`config.mk`:
```
export PLATFORM = sky130hd
export DESIGN_NAME = inst_fetch_queue
export DESIGN_NICKNAME = d
export VERILOG_FILES = /design/src/rtl/inst_fetch_queue.sv
export SDC_FILE = /design/constraint.sdc
export NUM_CORES = 1
export LEC_CHECK = 0
export CELL_PAD_IN_SITES_DETAIL_PLACEMENT = 2
export CELL_PAD_IN_SITES_GLOBAL_PLACEMENT = 2
export CORE_MARGIN = 3
export CORE_UTILIZATION = 40
export DETAILED_ROUTE_END_ITERATION = 10
export GPL_TIMING_DRIVEN = 0
export PLACE_DENSITY = 0.78
export SLEW_MARGIN = 20
export SYNTH_ARGS = -nofsm -noshare
export SYNTH_HDL_FRONTEND = slang
export SYNTH_SLANG_ARGS = --single-unit
export TNS_END_PERCENT = 30
```
`constraint.sdc`:
```
create_clock -name clk -period 4.42 [get_ports clk]
set_input_delay 0.663 -clock clk [delete_from_list [all_inputs] [get_ports clk]]
set_output_delay 0.663 -clock clk [all_outputs]
set_load 0.01 [all_outputs]
```
`src/rtl/inst_fetch_queue.sv`:
```
// inst_fetch_queue
//   Instruction fetch front end between the PC logic and decode. Holds the
//   fetch address, issues word reads over a req/gnt/rvalid handshake, and
//   buffers returned instructions with their PCs in an in-order queue.
//   A redirect flushes the queue, marks in-flight responses for discard and
//   restarts fetch at the new (word-aligned) target.
//
// Ports
//   clk          in   rising-edge clock
//   reset        in   synchronous active-low reset
//   redirect     in   flush and restart fetch this cycle
//   redirect_pc  in   new fetch target, bits [1:0] ignored
//   imem_req     out  read request valid
//   imem_addr    out  word-aligned read address
//   imem_gnt     in   request accepted when imem_req & imem_gnt
//   imem_rvalid  in   read data valid (in request order)
//   imem_rdata   in   instruction word
//   out_valid    out  queue head valid
//   out_ready    in   decode accepts head
//   out_instr    out  head instruction (0 while empty)
//   out_pc       out  head PC (0 while empty)
module inst_fetch_queue #(
   parameter logic [31:0] RESET_PC        = 32'h0000_3000,
   parameter int unsigned DEPTH           = 4,
   parameter int unsigned MAX_OUTSTANDING = 2
) (
   input  logic        clk,
   input  logic        reset,
   input  logic        redirect,
   input  logic [31:0] redirect_pc,
   output logic        imem_req,
   output logic [31:0] imem_addr,
   input  logic        imem_gnt,
   input  logic        imem_rvalid,
   input  logic [31:0] imem_rdata,
   output logic        out_valid,
   input  logic        out_ready,
   output logic [31:0] out_instr,
   output logic [31:0] out_pc
);

   localparam int unsigned AW = $clog2(DEPTH);
   localparam int unsigned CW = AW + 1;
   localparam int unsigned OW = $clog2(MAX_OUTSTANDING + 1);
   localparam int unsigned SW = ((CW > OW) ? CW : OW) + 1;

   logic [31:0]   fetch_pc_q, fetch_pc_d;
   logic [31:0]   resp_pc_q, resp_pc_d;
   logic [OW-1:0] outst_q, outst_d;
   logic [OW-1:0] drop_q, drop_d;
   logic [AW-1:0] rd_ptr_q, rd_ptr_d;
   logic [AW-1:0] wr_ptr_q, wr_ptr_d;
   logic [CW-1:0] count_q, count_d;
   logic [31:0]   pc_mem_q    [DEPTH];
   logic [31:0]   instr_mem_q [DEPTH];

   logic [SW-1:0] occupancy;
   logic          credit;
   logic          grant;
   logic          discard;
   logic          push;
   logic          pop;
   logic [31:0]   target_pc;
   logic          unused_pc_bits;

   assign unused_pc_bits = ^redirect_pc[1:0];
   assign target_pc      = {redirect_pc[31:2], 2'b00};

   // Slots already claimed: queued entries plus responses that will be kept.
   assign occupancy = SW'(count_q) + SW'(outst_q) - SW'(drop_q);
   assign credit    = (occupancy < SW'(DEPTH)) && (outst_q < OW'(MAX_OUTSTANDING));

   assign imem_req  = credit & ~redirect;
   assign imem_addr = fetch_pc_q;
   assign grant     = imem_req & imem_gnt;

   // A response landing in the redirect cycle belongs to the old stream.
   assign discard   = imem_rvalid & ((drop_q != '0) | redirect);
   assign push      = imem_rvalid & ~discard;

   assign out_valid = (count_q != '0);
   assign pop       = out_valid & out_ready & ~redirect;
   assign out_instr = out_valid ? instr_mem_q[rd_ptr_q] : 32'd0;
   assign out_pc    = out_valid ? pc_mem_q[rd_ptr_q]    : 32'd0;

   always_comb begin
      fetch_pc_d = fetch_pc_q;
      resp_pc_d  = resp_pc_q;
      outst_d    = outst_q + OW'(grant) - OW'(imem_rvalid);
      drop_d     = drop_q;
      rd_ptr_d   = rd_ptr_q;
      wr_ptr_d   = wr_ptr_q;
      count_d    = count_q + CW'(push) - CW'(pop);

      if (grant) begin
         fetch_pc_d = fetch_pc_q + 32'd4;
      end
      if (push) begin
         wr_ptr_d  = wr_ptr_q + AW'(1);
         resp_pc_d = resp_pc_q + 32'd4;
      end
      if (pop) begin
         rd_ptr_d = rd_ptr_q + AW'(1);
      end
      if (discard && (drop_q != '0)) begin
         drop_d = drop_q - OW'(1);
      end

      // Everything still in flight is stale once the stream is redirected;
      // no grant can happen this cycle, so outstanding minus this cycle's
      // response is exactly what remains to be thrown away.
      if (redirect) begin
         fetch_pc_d = target_pc;
         resp_pc_d  = target_pc;
         drop_d     = outst_q - OW'(imem_rvalid);
         rd_ptr_d   = '0;
         wr_ptr_d   = '0;
         count_d    = '0;
      end
   end

   always_ff @(posedge clk) begin
      if (!reset) begin
         fetch_pc_q <= RESET_PC;
         resp_pc_q  <= RESET_PC;
         outst_q    <= '0;
         drop_q     <= '0;
         rd_ptr_q   <= '0;
         wr_ptr_q   <= '0;
         count_q    <= '0;
      end else begin
         fetch_pc_q <= fetch_pc_d;
         resp_pc_q  <= resp_pc_d;
         outst_q    <= outst_d;
         drop_q     <= drop_d;
         rd_ptr_q   <= rd_ptr_d;
         wr_ptr_q   <= wr_ptr_d;
         count_q    <= count_d;
      end
   end

   // Queue storage carries no reset; validity comes from count_q.
   always_ff @(posedge clk) begin
      if (reset && push) begin
         pc_mem_q[wr_ptr_q]    <= resp_pc_q;
         instr_mem_q[wr_ptr_q] <= imem_rdata;
      end
   end

   // Credit accounting must make a push into a full queue impossible.
   always_ff @(posedge clk) begin
      if (reset) begin
         assert (!(push && (count_q == CW'(DEPTH))));
      end
   end

endmodule

```
==> out/qor.yml, run 1 <==
clocking:
  post_cts_buffers: 0
  root_buffer: "clkbuf_16"
  cts_resized: 0
  clock-sinks: 321
  cts.path.max_buffers: 3
  cts-htree-levels: 2
  clk_pin_slew_worst_paths_ns: 0.06
  hold_buffers: 0
  cts_tree: "done"
  worstSkewPairLatency_ns: 0.53
  cts_buffers: 37
die:
  boundaryPins: 168
  coreArea_um2: 32700
  die_width_um: 188
  chipHeight_um: 188
  core.rowCount: 66
  fp.dieArea_um2: 35500
  initial_core_util_pct: 40.7
worst_setup_path:
  cp_slowest_cell: "clkdlybuf4s50_1"
  end_kind: "output port"
  path_class: "register to output port"
  critical_path.most_common_cell: "inv_1"
  reg2reg_from: "outst_q[1]"
  startpoint_type: "register"
  reg2reg_to: "outst_q[1]"
  critPathArrivalTime_ns: 3.49
  ff2ff_setup_slack_ns: 0.64
  r2r_cells: 16
  critPathRequiredTime_ns: 3.76
  slowest_delay_ns: 0.58
  worstPathMaxFanout: 6
  path_cells: "inv_1 -> fa_1 -> inv_1 -> ha_1 -> and3b_1 -> clkbuf_1 -> or4_1 -> a211oi_2 -> clkdlybuf4s50_1"
placed_design:
  portBuffers: 160
  pre_cts_ws_ns: 0.495
  place_congestion: 0.800
  dp_hpwl_um: 26900
final_layout:
  diodes: 0
  layout-drive-gt1-share_pct: 13.4
  area_delta_synth_final_pct: 26.9
  layout.nets: 1168
  fin_util_pct: 51.6
pwr:
  p_leak_uw: 0.00534
  peakVddDrop_v: 0.000294
  power_density_nw_per_um2: 427
yosys:
  synth_top_cells_by_count: "248 x edfxtp_1, 73 x dfxtp_1, 64 x nor2b_1, 62 x mux4_2, 47 x o21ai_0"
  synth.avg_cell_area_um2: 15.2
  synthDistinctLibCells: 53
  synth_top_area_share_pct: 56.0
  synth_edf_count: 248
  synth_top_area_cell: "edfxtp_1"
  netlist_instances: 874
  synth-main-ff-cell: "edfxtp_1"
  netlist_area_um2: 13300
  async_flop_share_pct: 0
  synth.most_common_cell: "edfxtp_1"
  ys_ff_latch: 321
  synth_seq_area_share_pct: 66.9
  yosysWarnings: 0
  synthTopCellsByArea: "edfxtp_1 56%, dfxtp_1 11%, mux4_2 10%"
routing:
  detail_route.iter0.violations: 361
  dr.pass1.iters: 4
  wirelength_um: 38500
  vias: 8425
  drc: 0
  drtAntennaViolNets: 0
  viasPerCell: 5.43
  wl_per_cell_um: 24.8
sta:
  layout_min_cycle_time_ns: 4.15
  fmax_ghz: 0.241
  tightest_slew_ns: 1.04
  setup_viol: 0
  period_share_pct: 94.0
  hold_viol: 0
  skew_ns: 0.0166
  maxSlewHeadroom_pct: 29.8
  rsz0062_at_grt: "no"
  maxSlewViolCount: 0
  setup_ws_ns: 0.265
worst_hold_path:
  min_to: "wr_ptr_q[1]"
  worstHoldStart: "wr_ptr_q[1]"
  hold_depth: 2
  worstHoldPathType: "register to register"
global_route:
  use_met3_pct: 3.74
  antenna_found_initial: 1
  grt_pass1_vias: 9687
  grt_overflow: 0
  busiest_layer: "met2"
  grt_pass1_wl_um: 59900
  grt_use_met1_pct: 28.6
  use_met2_pct: 38.2
  grt_max_degree: 40
  grt_usage_pct: 21.9
job:
  maxCapViolations: 0
status:
  outcome: "completed"
sequential cells by signal, summed over array words and instances, names as in the netlist, named ones only:
signal / count
imem_addr: 30
rd_ptr_q: 2
instr_mem_q: 128
wr_ptr_q: 2
pc_mem_q: 120
resp_pc_q: 30
count_q: 3
drop_q: 2
outst_q: 2
where the power goes:
group / internal [uW] / switching [uW]
registers: 3340 / 105
clock network: 1950 / 1230
logic: 286 / 308
total: 5570 / 1640
critical path, delay by kind of cell, from the launching register on:
family	cells	cell delay, ns
compound gates	1	0.23
simple gates	2	0.67
flops	1	0.41
fa+ha+maj	2	0.80
buf+inv	4	0.87
metrics by stage:
stage | setup TNS (ns) | total power (uW) | cells | area [um2] | hold WS, ns
2_1_floorplan | 0 | 3770 | 877 | 13300 | 0.469
5_1_grt | 0 | 7480 | 1552 | 16900 | 0.553
3_3_place_gp | -177.21 | 4050 | 1479 | 15500 | 0.488
4_1_cts | 0 | 7290 | 1552 | 16900 | 0.527
3_5_place_dp | 0 | 4100 | 1484 | 15600 | 0.512
6_report | 0 | 7210 | 1552 | 16900 | 0.527
how the worst max path moves through the flow:
| stage | start | endpoint | slack (ns) | cells after the start |
|---|---|---|---|---|
| after floorplan | outst_q[1] | outst_q[1] | 0.94 | 16 |
| after global placement | redirect | instr_mem_q[0][26] | -0.74 | 4 |
| after detailed placement | outst_q[1] | outst_q[1] | 0.49 | 16 |
| after CTS | outst_q[1] | imem_req | 0.03 | 9 |
| after global routing | outst_q[1] | imem_req | 0.07 | 9 |
| final | outst_q[1] | imem_req | 0.27 | 9 |
cell type report:
| class | count | area [um2] |
|---|---|---|
| tap | 442 | 553 |
| clock inverter | 15 | 184 |
| timing repair buffer | 165 | 1710 |
| clock buffer | 53 | 1090 |
| buffer | 46 | 198 |
| inverter | 23 | 86.3 |
| fill | 3043 | 15800 |
| sequential | 321 | 8910 |
| multi-input combinational | 487 | 4160 |
placed cells by master (no fill, tap or decap), types with 8 or more instances in the layout:
master	count
xor2_1	12
nand4_1	18
and2_1	9
a31oi_1	19
nand2_1	36
ha_1	15
nand3_1	19
buf_2	8
or3_1	17
clkbuf_16	39
a21oi_1	39
xnor2_1	32
nor2b_1	64
inv_1	22
edfxtp_1	248
o21ai_0	47
nor2_1	20
mux4_2	62
clkdlybuf4s50_1	160
clkbuf_1	40
dfxtp_1	72
kinds of logic after synthesis:
| group | count (synthesis) | share of synthesized area, % |
|---|---|---|
| AO/OA/AOI/OAI | 129 | 5.77 |
| XOR/XNOR | 44 | 2.90 |
| adder cells (fa/ha/maj) | 17 | 1.71 |
| buffers and inverters | 69 | 2.13 |
| flip-flops | 321 | 66.9 |
| multiplexers | 65 | 10.7 |
| other | 1 | 0.0282 |
| AND/OR/NAND/NOR | 228 | 9.81 |
layer usage:
layer  vias to the layer above  part of all wire, %
met5                         -                0.042
met4                         2                  2.1
met3                        59                  4.6
met2                       247                   50
met1                      4335                   43
li1                       3782                    -
(Power assumes the default switching activity.)
==> run 2: changes to the inputs <==
- PLACE_DENSITY: 0.78 -> 0.81
==> run 2 against run 1 <==
  * Combinational power up 1%
  * Clock power shrank 7.9%
  * Non-clock buffer count did not move
  * Register-to-register slack barely moved
  * First-iteration DRC count rose by 55%
  * Critical path depth unchanged
  * Via count hardly changed
  * Sequential power about the same
  * Flip-flop and latch count is the same
  * Largest power group unchanged
==> out/qor.yml, run 2 (synthesized netlist as in run 1, its figures left out) <==
status:
  outcome: "completed"
placed_design:
  place_congestion: 0.802
  portBuffers: 160
  dp_hpwl_um: 28000
  placed_cells: 1484
final_layout:
  multi_input_area_um2: 4160
  top_register: "instr_mem_q"
  largest_register_ffs: 128
  layout_commonest_cell: "edfxtp_1"
  layout.nets: 1168
  layout-drive-gt1-share_pct: 12.7
  reg_top3: "instr_mem_q x128, pc_mem_q x120"
  fin_cells: 1548
  regArea_um2: 8910
  diodes: 0
  n_fill_cell: 3077
  area_delta_synth_final_pct: 26.0
  layout_common_cells: "248 x edfxtp_1, 160 x clkdlybuf4s50_1, 72 x dfxtp_1"
die:
  chipHeight_um: 188
  initial_core_util_pct: 40.7
  core.rowCount: 66
  die_width_um: 188
  fp.dieArea_um2: 35500
  coreArea_um2: 32700
  boundaryPins: 168
global_route:
  grt_pass1_vias: 9632
  grt_pass1_wl_um: 61300
  grt_overflow: 0
  grt_usage_pct: 22.6
  antenna_found_initial: 0
  grt_max_degree: 46
sta:
  setup_viol: 0
  layout_min_cycle_time_ns: 4.17
  tightest_slew_ns: 0.847
  skew_ns: 0.00832
  maxSlewHeadroom_pct: 43.3
  fmax_ghz: 0.240
  hold_viol: 0
  rsz0062_at_grt: "no"
  maxSlewViolCount: 0
  period_share_pct: 94.3
routing:
  drc: 0
  drtAntennaViolNets: 0
  dr.pass1.iters: 5
  wl_per_cell_um: 25.5
  detail_route.iter0.violations: 561
  wirelength_um: 39500
  viasPerCell: 5.45
  vias: 8432
job:
  maxCapViolations: 0
pwr:
  peakVddDrop_v: 0.000215
  power_density_nw_per_um2: 416
  p_leak_uw: 0.00528
  power_uw: 6970
clocking:
  clk_pin_slew_worst_paths_ns: 0.06
  cts-htree-levels: 2
  cts.path.max_buffers: 3
  cts_tree: "done"
  clock-sinks: 321
  hold_buffers: 0
  cts_buffers: 37
  post_cts_buffers: 0
  worstSkewPairLatency_ns: 0.52
  root_buffer: "clkbuf_16"
worst_setup_path:
  startpoint_type: "register"
  critPathRequiredTime_ns: 3.76
  worstPathMaxFanout: 6
  critPathArrivalTime_ns: 3.51
  end_kind: "output port"
  path_class: "register to output port"
worst_hold_path:
  worstHoldPathType: "register to register"
==> run 2: changes by cell type in the layout (fill, tap and decap cells not counted), sizes merged <==
cell,previous run,this run
bufinv,4,2
clkbuf,85,84
clkinv,7,8
clkinvlp,2,1
inv,25,24
==> run 2: power by group <==
group / switching, uW / internal [uW] / total [uW]
logic: 314 / 286 / 600
clock network: 1180 / 1750 / 2930
registers: 105 / 3340 / 3440
==> run 2: timing repair <==
item	in CTS	in global routing
endpoints found under the setup margin	0	1
hold endpoints to repair	0	0
gates resized for setup	0	2
==> run 2: cell type report <==
class / count / area share, %
Buffer: 46 / 1.18
Sequential cell: 321 / 53.1
Clock buffer: 52 / 6.17
Timing Repair Buffer: 165 / 10.2
Tap cell: 442 / 3.30
Multi-Input combinational cell: 487 / 24.8
Inverter: 23 / 0.515
Clock inverter: 12 / 0.657
==> run 2: critical path, cell delays in order (launching register included) <==
cell and delay (ns):
dfxtp_2 0.41, inv_1 0.08, fa_1 0.53, inv_1 0.04
ha_1 0.27, and3b_1 0.16, clkbuf_1 0.16, or4_1 0.50
a211oi_2 0.25, clkdlybuf4s50_1 0.59
==> run 2: per-stage QoR <==
stage	setup WS, ns	cell area, um2	hold WS [ns]	util (%)	TNS (ns)
2_1_floorplan	0.940	13300	0.469	-	0
3_3_place_gp	-0.746	15500	0.486	47.3	-177.48
3_5_place_dp	0.489	15600	0.498	47.7	0
4_1_cts	0.0235	16800	0.527	51.2	0
5_1_grt	0.0449	16800	0.577	51.3	0
6_report	0.251	16800	0.516	51.3	0
==> run 2: path summary, 6_finish.rpt <==
check | start | to | slack [ns] | cells past startpoint
worst max register to register | outst_q[1] | outst_q[1] | 0.65 | 16
worst max-delay path | outst_q[1] | imem_req | 0.25 | 9
worst min register to register | wr_ptr_q[1] | wr_ptr_q[1] | 0.52 | 2
worst min-delay path | wr_ptr_q[1] | wr_ptr_q[1] | 0.52 | 2
==> run 2: layer usage <==
metal  up-vias  wire [um]  GRT usage, %
met5         -          0             0
met4         0        597          4.55
met3        42       1940          4.04
met2       245      20300          39.9
met1      4362      16700          29.5
li1       3783          -             -
